[config.mk]
export PLATFORM = sky130hd
export DESIGN_NAME = ws_tile_sequencer
export DESIGN_NICKNAME = d
export VERILOG_FILES = /design/src/rtl/ws_tile_sequencer.sv
export SDC_FILE = /design/constraint.sdc
export NUM_CORES = 1
export LEC_CHECK = 0
export CELL_PAD_IN_SITES_DETAIL_PLACEMENT = 0
export CELL_PAD_IN_SITES_GLOBAL_PLACEMENT = 1
export CORE_MARGIN = 1.5
export CORE_UTILIZATION = 45
export CTS_BUF_LIST = sky130_fd_sc_hd__clkbuf_8
export DETAILED_ROUTE_END_ITERATION = 10
export PLACE_DENSITY_LB_ADDON = 0.25
export SYNTH_ARGS = -nofsm -noshare
export SYNTH_HDL_FRONTEND = slang
export SYNTH_SLANG_ARGS = --single-unit
[constraint.sdc]
create_clock -name clk -period 9.1 [get_ports clk]
set_input_delay 0.91 -clock clk [delete_from_list [all_inputs] [get_ports clk]]
set_output_delay 0.91 -clock clk [all_outputs]
set_load 0.02 [all_outputs]
[src/rtl/ws_tile_sequencer.sv]
// ws_tile_sequencer
//   Multi-tile sequencer for a weight-stationary PE array. For each tile it
//   fills the ROWSxCOLS weight tile, streams L iact vectors into the array with
//   a one-cycle skew per column, and writes back each row's psums with a
//   one-cycle skew per row. The whole run repeats for cfg_num_tiles tiles.
//
// Ports
//   clk, rst_n                  clock / asynchronous active-low reset
//   go, abort                   start pulse (IDLE only) / synchronous abort
//   cfg_num_tiles, cfg_iact_len run configuration, latched on an accepted go
//   busy, done                  run status: busy outside IDLE, done pulse at end
//   load_weight, weight_addr    weight memory address and BRAM-aligned shift enable
//   load_iact, iact_addr        per-column iact address valid and address
//   psum_valid, psum_addr       per-row psum write enable and address
//
// Every output is a register loaded from the next-cycle value of the control
// state, so each strobe is high in the same cycle as the state it belongs to.
module ws_tile_sequencer #(
   parameter int ARRAY_ROWS = 3,
   parameter int ARRAY_COLS = 3,
   parameter int ADDR_W     = 32,
   parameter int LEN_W      = 16,
   parameter int MEM_LAT    = 1,
   parameter int PSUM_LAT   = 3
) (
   input  logic                                  clk,
   input  logic                                  rst_n,
   input  logic                                  go,
   input  logic                                  abort,
   input  logic [LEN_W-1:0]                      cfg_num_tiles,
   input  logic [LEN_W-1:0]                      cfg_iact_len,
   output logic                                  busy,
   output logic                                  done,
   output logic                                  load_weight,
   output logic [ADDR_W-1:0]                     weight_addr,
   output logic [ARRAY_COLS-1:0]                 load_iact,
   output logic [ARRAY_COLS-1:0][ADDR_W-1:0]     iact_addr,
   output logic [ARRAY_ROWS-1:0]                 psum_valid,
   output logic [ARRAY_ROWS-1:0][ADDR_W-1:0]     psum_addr
);

   localparam int PSUM_DLY    = MEM_LAT + PSUM_LAT;
   // STREAM length is L plus the larger of the iact skew and the psum drain.
   localparam int STREAM_TAIL = (ARRAY_COLS - 1 > PSUM_DLY + ARRAY_ROWS - 1) ?
                                (ARRAY_COLS - 1) : (PSUM_DLY + ARRAY_ROWS - 1);
   localparam int LOADW_LAST  = ARRAY_COLS + MEM_LAT - 1;
   localparam int CNT_W       = LEN_W + 8;

   typedef enum logic [1:0] {S_IDLE, S_LOAD_W, S_STREAM, S_DONE} state_t;

   state_t                   state, nxt_state;
   logic [CNT_W-1:0]         cnt, nxt_cnt, stream_last;
   logic [LEN_W-1:0]         tile, nxt_tile, tile_inc;
   logic [LEN_W-1:0]         num_tiles_q, nxt_num_tiles, iact_len_q, nxt_iact_len;
   logic [ADDR_W-1:0]        wbase, nxt_wbase, ibase, nxt_ibase;
   logic                     zero_go;

   logic                                 nxt_av;
   logic [ADDR_W-1:0]                    nxt_weight_addr;
   logic [ARRAY_COLS-1:0]                nxt_load_iact;
   logic [ARRAY_COLS-1:0][ADDR_W-1:0]    nxt_iact_addr;
   logic [ARRAY_ROWS-1:0]                nxt_psum_valid;
   logic [ARRAY_ROWS-1:0][ADDR_W-1:0]    nxt_psum_addr;

   // weight address-valid and its MEM_LAT-deep delay line to the BRAM data
   logic                     av_p0;
   logic [MEM_LAT-1:0]       lw_p1;

   assign stream_last = CNT_W'(iact_len_q) + CNT_W'(STREAM_TAIL) - CNT_W'(1);
   assign tile_inc    = tile + LEN_W'(1);
   assign zero_go     = (state == S_IDLE) && go && !abort &&
                        ((cfg_num_tiles == '0) || (cfg_iact_len == '0));
   assign load_weight = lw_p1[MEM_LAT-1];

   always_comb begin : next_ctrl
      nxt_state     = state;
      nxt_cnt       = cnt;
      nxt_tile      = tile;
      nxt_wbase     = wbase;
      nxt_ibase     = ibase;
      nxt_num_tiles = num_tiles_q;
      nxt_iact_len  = iact_len_q;
      case (state)
         S_IDLE: begin
            if (go && (cfg_num_tiles != '0) && (cfg_iact_len != '0)) begin
               nxt_state     = S_LOAD_W;
               nxt_cnt       = '0;
               nxt_tile      = '0;
               nxt_wbase     = '0;
               nxt_ibase     = '0;
               nxt_num_tiles = cfg_num_tiles;
               nxt_iact_len  = cfg_iact_len;
            end
         end
         S_LOAD_W: begin
            if (cnt == CNT_W'(LOADW_LAST)) begin
               nxt_state = S_STREAM;
               nxt_cnt   = '0;
            end else begin
               nxt_cnt = cnt + CNT_W'(1);
            end
         end
         S_STREAM: begin
            if (cnt == stream_last) begin
               nxt_cnt   = '0;
               nxt_tile  = tile_inc;
               nxt_wbase = wbase + ADDR_W'(ARRAY_COLS);
               nxt_ibase = ibase + ADDR_W'(iact_len_q);
               nxt_state = (tile_inc == num_tiles_q) ? S_DONE : S_LOAD_W;
            end else begin
               nxt_cnt = cnt + CNT_W'(1);
            end
         end
         S_DONE:  nxt_state = S_IDLE;
         default: nxt_state = S_IDLE;
      endcase
      if (abort) begin
         nxt_state = S_IDLE;
         nxt_cnt   = '0;
      end
   end

   // Output values for the next cycle, decoded from the next control state.
   always_comb begin : next_out
      nxt_av          = (nxt_state == S_LOAD_W) && (nxt_cnt < CNT_W'(ARRAY_COLS));
      nxt_weight_addr = weight_addr;
      if (abort)
         nxt_weight_addr = '0;
      else if (nxt_av)
         nxt_weight_addr = nxt_wbase + ADDR_W'(nxt_cnt);
      nxt_load_iact  = '0;
      nxt_iact_addr  = '0;
      nxt_psum_valid = '0;
      nxt_psum_addr  = '0;
      for (int c = 0; c < ARRAY_COLS; c++) begin
         if ((nxt_state == S_STREAM) && (nxt_cnt >= CNT_W'(c)) &&
             ((nxt_cnt - CNT_W'(c)) < CNT_W'(nxt_iact_len))) begin
            nxt_load_iact[c] = 1'b1;
            nxt_iact_addr[c] = nxt_ibase + ADDR_W'(nxt_cnt - CNT_W'(c));
         end
      end
      for (int r = 0; r < ARRAY_ROWS; r++) begin
         if ((nxt_state == S_STREAM) && (nxt_cnt >= CNT_W'(PSUM_DLY + r)) &&
             ((nxt_cnt - CNT_W'(PSUM_DLY + r)) < CNT_W'(nxt_iact_len))) begin
            nxt_psum_valid[r] = 1'b1;
            nxt_psum_addr[r]  = nxt_ibase + ADDR_W'(nxt_cnt - CNT_W'(PSUM_DLY + r));
         end
      end
   end

   always_ff @(posedge clk or negedge rst_n) begin
      if (!rst_n) begin
         state       <= S_IDLE;
         cnt         <= '0;
         tile        <= '0;
         wbase       <= '0;
         ibase       <= '0;
         num_tiles_q <= '0;
         iact_len_q  <= '0;
         av_p0       <= 1'b0;
         lw_p1       <= '0;
         busy        <= 1'b0;
         done        <= 1'b0;
         weight_addr <= '0;
         load_iact   <= '0;
         iact_addr   <= '0;
         psum_valid  <= '0;
         psum_addr   <= '0;
      end else begin
         state       <= nxt_state;
         cnt         <= nxt_cnt;
         tile        <= nxt_tile;
         wbase       <= nxt_wbase;
         ibase       <= nxt_ibase;
         num_tiles_q <= nxt_num_tiles;
         iact_len_q  <= nxt_iact_len;
         // address phase -> BRAM data phase; abort flushes words in flight
         av_p0       <= nxt_av;
         lw_p1[0]    <= av_p0 && !abort;
         for (int i = 1; i < MEM_LAT; i++)
            lw_p1[i] <= lw_p1[i-1] && !abort;
         busy        <= (nxt_state != S_IDLE);
         done        <= (nxt_state == S_DONE) || zero_go;
         weight_addr <= nxt_weight_addr;
         load_iact   <= nxt_load_iact;
         iact_addr   <= nxt_iact_addr;
         psum_valid  <= nxt_psum_valid;
         psum_addr   <= nxt_psum_addr;
      end
   end

endmodule

# Yosys cells after proc, flatten, opt, wreduce, memory -nomap -nowiden
# Index checks and enable logic that the tools add are counted.
op_classes:
  eq_ne: 11
  n_reduce_logical: 32
  magnitude_cmp: 13
  muxes: 36
  addsub: 23
ops:
  columns: ["operator", "count"]
  rows:
  - ["32-bit two-way mux", 12]
  - ["32-bit adder", 5]
  - ["24-bit by 16-bit < comparator with 1-bit output", 6]
  - ["32-bit case mux with 2 select lines", 2]
  - ["24-bit two-way mux", 4]
  - ["24-bit by 3-bit subtractor with 25-bit output, second input constant", 3]
  - ["24-bit by 3-bit greater-or-equal comparator with 1-bit output, second input constant", 3]
  - ["24-bit case mux with 3 select lines", 1]
  - ["24-bit by 3-bit subtractor with 24-bit output, second input constant", 3]
  - ["32-bit by 24-bit adder with 32-bit output", 2]
  - ["16-bit two-way mux", 4]
  - ["24-bit by 1-bit greater-or-equal comparator with 1-bit output, second input constant", 2]
  - ["32-bit by 16-bit adder with 32-bit output", 1]
  - ["32-bit by 2-bit adder with 32-bit output, second input constant", 1]
  - ["16-bit zero test", 2]
  - ["16-bit case mux with 2 select lines", 1]
  - ["16-bit nonzero test", 2]
  - ["24-bit by 1-bit subtractor with 25-bit output, second input constant", 1]
  - ["24-bit by 2-bit subtractor with 25-bit output, second input constant", 1]
  - ["24-bit by 1-bit adder with 24-bit output, second input constant", 1]
  - ["24-bit by 2-bit equality test with 1-bit output, second input constant", 1]
  - ["24-bit equality test", 1]
  - ["24-bit by 2-bit greater-or-equal comparator with 1-bit output, second input constant", 1]
  - ["24-bit by 2-bit < comparator with 1-bit output, second input constant", 1]
  - ["20 further kinds", 54]
word_totals:
  elab_cells: 135
  ff_bits: 372
  out_inout_bits: 233
  input_bits: 36

# Depth between registers and ports, before layout
# Gate-level depths: netlist of run 1.
logic_depth:
  ltp_word: 10
  mapped_depth: 30
  depth_no_buf: 29

# Least setup slack after synthesis of run 1
# OpenSTA, ideal clock, no wires.
synth_path:
  path_type: "input-to-reg"
  from: "input cfg_iact_len[11]"
  to: "register psum_addr[63] in the netlist's numbering"
  setup_ps: 119
  path_buffers: 2
  t_arrival_ps: 7009
  slack_ps: 1972
  cell_stages: 27
  t_required_ps: 8981
  cell_sequence: "nor4_1 > nand4_1 > a311oi_1 > or2_2 > buf_2 > and2_1 > o31a_1 > inv_1 > ha_1 > clkbuf_1 > nor2b_1 > nor2b_1 > nand2_1 > xnor2_1 > ha_1 > a21o_1 > a2111oi_0 > o211ai_1 > a2111oi_0 > o31ai_1 > a21oi_1 > o311ai_0 > nand3_1 > a211o_1 > a31oi_1 > xor2_1 > o21a_1"
synth_rtl:
  columns: ["element", "line_no", "source"]
  rows:
  - ["start: declaration", "31", "input logic [LEN_W-1:0] cfg_iact_len,"]
  - ["end signal: assignment", "188", "psum_addr <= nxt_psum_addr;"]
  - ["end: declaration", "39", "output logic [ARRAY_ROWS-1:0][ADDR_W-1:0] psum_addr"]

==> impl_metrics.tcl, run 1 <==
set metrics [dict create \
    cts_buffer_depth 3 \
    synth_compound_area_share_pct 19.8 \
    first_global_vias 26400 \
    post_cts_buffers 0 \
    syn_area_per_cell_um2 8.73 \
    worstPathArrival_ns 9.13 \
    core-area_mm2 0.0660 \
    globalRouteOverflowTotal 0 \
    synth_fa_ha_area_share_pct 13.3 \
    nets 4138 \
    synthTopCellsByArea "dfrtp_1 31%, ha_1 13%, xnor2_1 5.8%" \
    track_usage_pct 31.8 \
    cts_buffers 67 \
    synth_top_cell_by_area "dfrtp_1" \
    max_slew_margin_pct 8.13 \
    finalCritPeriodShare_pct 94.2 \
    violations "DRC" \
    worstReg2RegEnd "psum_addr[62]" \
    drt_iter0_drc 2608 \
    min_period_ns 8.57 \
    clkTransAtPathRegs_ns 0.06 \
    end_kind "register" \
    dpl.hpwl_mm 85.0 \
    grt_first_pass_wirelength_mm 165 \
    synthesis.nets 3803 \
    fin_cells 4698 \
    cts.sinks 372 \
    synthSimpleGateAreaFrac_pct 21.9 \
    worst_pin_slew_ns 1.36 \
    register_area_mm2 0.00931 \
    wl_met3_mm 8.70 \
    die_area_mm2 0.0685 \
    cts_tree "done" \
    critical_path_class "register to register" \
    hold_viol 0 \
    ys_types 113 \
    fin_setup_tns_ns 0 \
    clk_latency_ns 0.68 \
    vias 27900 \
    fmax_ghz 0.117 \
    rows 94 \
    worstPathRequired_ns 9.66 \
    final_common_cell "dfrtp_1" \
    netlist_area_mm2 0.0301 \
    status "complete, but fails checks" \
    drtPass1Iterations 9 \
    synth-edff-count 0 \
    dp.cells 4580 \
    final_cell_mix "372 x dfrtp_1, 312 x ha_1, 300 x nor2_1" \
    globalplace.congestion 1.02 \
    io_buffers 268 \
    vdd_drop_max_mv 0.100 \
    muxShareOfSynthArea_pct 1.38 \
    final_antenna_net_count 0 \
    stdcell_area_mm2 0.0356 \
    wire_per_inst_um 23.4 \
    path_max_fanout 8 \
    timing.rr.start "cnt[21]" \
    ctsHoldBuffers 0 \
    clock_skew_ns 0.0324 \
    cts_resized 0 \
    placed_cell_area_mm2 0.0343 \
    antenna_found_initial 4 \
    hp-class "input port to asynchronous set/reset pin" \
    top_layer_used "met5" \
    max_cap_violations 0 \
    crit_slowest_cell "a2111oi_0" \
    worstSetupStartpointType "register" \
    syn2layout_area_growth_pct 18.4 \
    drive_above_1_share_pct 8.79 \
    yosys_warnings 0 \
    fp.dieH_um 262 \
    grt_max_degree 154 \
    worstRegToRegCells 28 \
    via_per_inst 5.94 \
    fin_util_pct 54.0 \
    multi_input_area_mm2 0.0199 \
    power.density_mw_per_mm2 153 \
    wl_mm 110 \
    h-tree-depth 3 \
    drc_errors 16 \
    setup_viol 0 \
    synth_flop_cell "dfrtp_1" \
    dr_wl_met2_mm 47.3 \
    async_flop_share_pct 100 \
    num-fill-cells 6262 \
    cts_root_buf "clkbuf_8" \
    die-width_um 262 \
    start_util_pct 45.6 \
    wl_met1_mm 50.5 \
    p_leak_uw 0.0166 \
    synth_top_area_share_pct 30.9 \
    seq_area_frac_synth_pct 30.9 \
    critPathMaxStageDelay_ns 1.05 \
    yosys_register_bits 372 \
    rsz0062_at_grt "false" \
    maxSlewViolCount 0 \
    synth-xor-area-share_pct 9.56 \
    reg2reg_slack_ns 0.53 \
    syn-instance-count 3450 \
    ios 269 \
    synth_top_family_by_area "simple AND/OR/NAND/NOR gates" \
]
synthesized netlist by cell type (37+ instances only):
cell type and number:
nand4_1 45, xor2_1 127, clkbuf_1 66, a21o_1 63, o21a_1 50, a21oi_1 216, nand3_1 117, and3_1 57
inv_1 124, o21ai_0 253, nor3_1 100, ha_1 312, xnor2_1 200, nand2b_1 51, and2_1 94, or3_1 37
nor2b_1 49, nand2_1 239, nor2_1 301, dfrtp_1 372
how the worst max path moves through the flow:
stage | from | endpoint | slack [ns] | depth (start not counted)
after floorplan | cfg_iact_len[11] | psum_addr[63] | 1.97 | 27
after global placement | cfg_iact_len[8] | psum_addr[62] | 0.55 | 28
after detailed placement | cfg_iact_len[8] | psum_addr[62] | 0.29 | 28
after CTS | cnt[21] | psum_addr[62] | 0.96 | 28
after global routing | iact_len_q[0] | psum_addr[62] | 0.20 | 26
final | cnt[21] | psum_addr[62] | 0.53 | 28
registers in the layout, summed over array words and instances, names as in the netlist:
register / cells
iact_addr: 96
psum_addr: 96
ibase: 32
wbase: 32
weight_addr: 32
cnt: 24
iact_len_q: 16
num_tiles_q: 16
tile: 16
load_iact: 3
psum_valid: 3
state: 2
av_p0: 1
busy: 1
done: 1
load_weight: 1
cell type report:
class / count / share of cell area, %
multi-input cells: 2843 / 55.9
flip-flops and latches: 372 / 26.1
repair buffers: 374 / 9.84
clock buffers: 86 / 3.32
well taps: 864 / 3.03
inverters: 127 / 1.34
clock inverters: 31 / 0.467
diodes: 1 / 0.00702
where the power goes:
group / switching (uW) / internal (uW)
Clock: 771 / 855
Sequential: 67.5 / 1700
Combinational: 1270 / 802
metal layers:
metal,GRT usage [%],vias up
met2,47.8,1056
met1,45.5,13400
met3,6.10,197
met5,0,-
met4,10.9,2
li1,-,13200
through the flow:
| stage | hold slack [ns] | worst slack (ns) | total power, uW |
|---|---|---|---|
| 3_5_place_dp | 0.472 | 0.293 | 3810 |
| 3_3_place_gp | 0.444 | 0.546 | 3820 |
| 6_report | 0.187 | 0.529 | 5460 |
| 4_1_cts | 0.186 | 0.958 | 5470 |
| 2_1_floorplan | 0.439 | 1.97 | 3200 |
| 5_1_grt | 0.247 | 0.201 | 5780 |
worst max-delay path: cells and delay by family (launching register included):
| kind | cells | cell delay (ns) |
|---|---|---|
| AO/OA/AOI/OAI | 13 | 3.71 |
| AND/OR/NAND/NOR | 7 | 2.24 |
| XOR/XNOR | 1 | 0.55 |
| buffers and inverters | 5 | 0.95 |
| flip-flops | 1 | 0.44 |
| adder cells (fa/ha/maj) | 2 | 0.54 |
logic make-up (layout without fill, tap and decap cells):
logic type | count (synthesis) | in the layout
AO/OA/AOI/OAI | 903 | 903
multiplexers | 39 | 39
other | 0 | 1
XOR/XNOR | 328 | 328
buffers and inverters | 235 | 618
AND/OR/NAND/NOR | 1256 | 1256
adder cells (fa/ha/maj) | 317 | 317
flip-flops | 372 | 372
Power figures use the tool's default switching activity.
==> run 2, diff against run 1 <==
--- a/config.mk
+++ b/config.mk
@@ -8,7 +8,7 @@
 export CELL_PAD_IN_SITES_DETAIL_PLACEMENT = 0
 export CELL_PAD_IN_SITES_GLOBAL_PLACEMENT = 1
 export CORE_MARGIN = 1.5
-export CORE_UTILIZATION = 45
+export CORE_UTILIZATION = 40
 export CTS_BUF_LIST = sky130_fd_sc_hd__clkbuf_8
 export DETAILED_ROUTE_END_ITERATION = 10
 export PLACE_DENSITY_LB_ADDON = 0.25
==> impl_metrics.tcl, run 2 (same netlist as run 1, synthesis figures left out) <==
set metrics [dict create \
    worstSetupStartpointType "register" \
    hold_viol 0 \
    fin_setup_tns_ns 0 \
    rsz0062_at_grt "false" \
    worstRegToRegCells 27 \
    reg.largest.list "iact_addr (96), psum_addr (96)" \
    dpl.hpwl_mm 85.0 \
    vdd_drop_max_mv 0.0918 \
    clk_latency_ns 0.70 \
    num-fill-cells 7299 \
    io_buffers 268 \
    track_usage_pct 28.1 \
    finalCritPeriodShare_pct 93.0 \
    via_per_inst 5.74 \
    p_total_uw 5560 \
    stdcell_area_mm2 0.0359 \
    fp.dieH_um 277 \
    post_cts_buffers 0 \
    ios 269 \
    syn2layout_area_growth_pct 19.3 \
    cts.sinks 372 \
    final_antenna_net_count 0 \
    core-area_mm2 0.0744 \
    setup_viol 0 \
    cts_root_buf "clkbuf_8" \
    maxSlewViolCount 0 \
    power.density_mw_per_mm2 155 \
    worstPathRequired_ns 9.67 \
    wire_per_inst_um 22.8 \
    start_util_pct 40.5 \
    path_max_fanout 5 \
    clkTransAtPathRegs_ns 0.06 \
    status "completed" \
    placed_cell_area_mm2 0.0344 \
    h-tree-depth 3 \
    die-width_um 277 \
    grt_max_degree 155 \
    worstPathArrival_ns 9.03 \
    fmax_ghz 0.118 \
    first_global_vias 27000 \
    rows 100 \
    hp-class "input port to asynchronous set/reset pin" \
    nets 4138 \
    worstReg2RegEnd "psum_addr[63]" \
    grt_first_pass_wirelength_mm 166 \
    cts_resized 0 \
    drive_above_1_share_pct 9.01 \
    cp_common_cell "ha_1" \
    globalRouteOverflowTotal 0 \
    globalplace.congestion 0.993 \
    end_kind "register" \
    register_area_mm2 0.00931 \
    drc_errors 0 \
    cts_buffer_depth 3 \
    final_cell_mix "372 x dfrtp_1, 312 x ha_1, 299 x nor2_1" \
    die_area_mm2 0.0769 \
    timing.rr.start "iact_len_q[1]" \
    p_leak_uw 0.0167 \
    antenna_found_initial 7 \
    max_slew_margin_pct 22.4 \
    min_period_ns 8.46 \
    drt_iter0_drc 2119 \
    critPathMaxStageDelay_ns 0.94 \
    vias 27600 \
    worst_pin_slew_ns 1.16 \
    ctsHoldBuffers 0 \
    drtPass1Iterations 6 \
    reg2reg_slack_ns 0.64 \
    cts_buffers 71 \
    critical_path_class "register to register" \
    multi_input_area_mm2 0.0199 \
    clock_skew_ns 0.0452 \
    max_cap_violations 0 \
    wl_mm 110 \
    crit_slowest_cell "a2111oi_0" \
    cts_tree "done" \
    final_common_cell "dfrtp_1" \
]
[run 2: cell types whose count changed in the layout (fill, tap and decap cells not counted), moves of 3 or more]
cell,before,now
buf_4,104,100
bufinv_16,0,3
clkbuf_8,86,89
clkinv_2,8,12
clkinvlp_4,0,3
diode_2,1,7
[run 2: worst max-delay path by stage]
stage                     cells after the start       endpoint  slack (ns)        startpoint
after floorplan                              27  psum_addr[63]        1.97  cfg_iact_len[11]
final                                        27  psum_addr[63]        0.64     iact_len_q[1]
after global routing                         27  psum_addr[63]       0.002     iact_len_q[1]
after detailed placement                     26  psum_addr[63]        0.32  cfg_iact_len[11]
after global placement                       26  psum_addr[63]        0.37   cfg_iact_len[8]
after CTS                                    27  psum_addr[63]        0.83     iact_len_q[1]
[run 2: final cells by class]
cell class	instances	share of cell area, %
antenna	7	0.0488
clock buffer	89	3.41
clock inverter	38	0.752
inverter	127	1.33
multi-input combinational	2843	55.5
sequential	372	25.9
tap	969	3.37
timing repair buffer	370	9.68
[run 2: layer usage]
metal / GRT usage (%) / vias up / wire length, um
met5: 0 / - / 14
met3: 4.46 / 219 / 6780
met4: 12.3 / 2 / 5020
li1: - / 13200 / -
met1: 36.8 / 13300 / 48000
met2: 45.7 / 872 / 49900
[run 2: power breakdown]
part | switching (uW) | internal (uW)
clock | 782 | 973
sequential | 68.5 | 1700
combinational | 1250 | 795
total | 2100 | 3460
[run 2: worst max-delay path: cells and delay by family (launching register included)]
kind	cells	cell delay [ns]
compound gates	14	5.17
simple gates	4	1.01
fa+ha+maj	3	0.82
buf+inv	4	0.66
flops	1	0.35
xor+xnor	2	0.34
[run 2: through the flow]
| step | std cells | util (%) | setup WS, ns | hold WS, ns |
|---|---|---|---|---|
| final | 4815 | 48.3 | 0.641 | 0.193 |
| after global routing | 4811 | 48.2 | 0.00177 | 0.226 |
| after CTS | 4808 | 48.2 | 0.831 | 0.208 |
| after detailed placement | 4681 | 46.2 | 0.317 | 0.473 |
| after global placement | 4681 | 46.2 | 0.371 | 0.462 |
| after floorplan | 3450 | - | 1.97 | 0.439 |
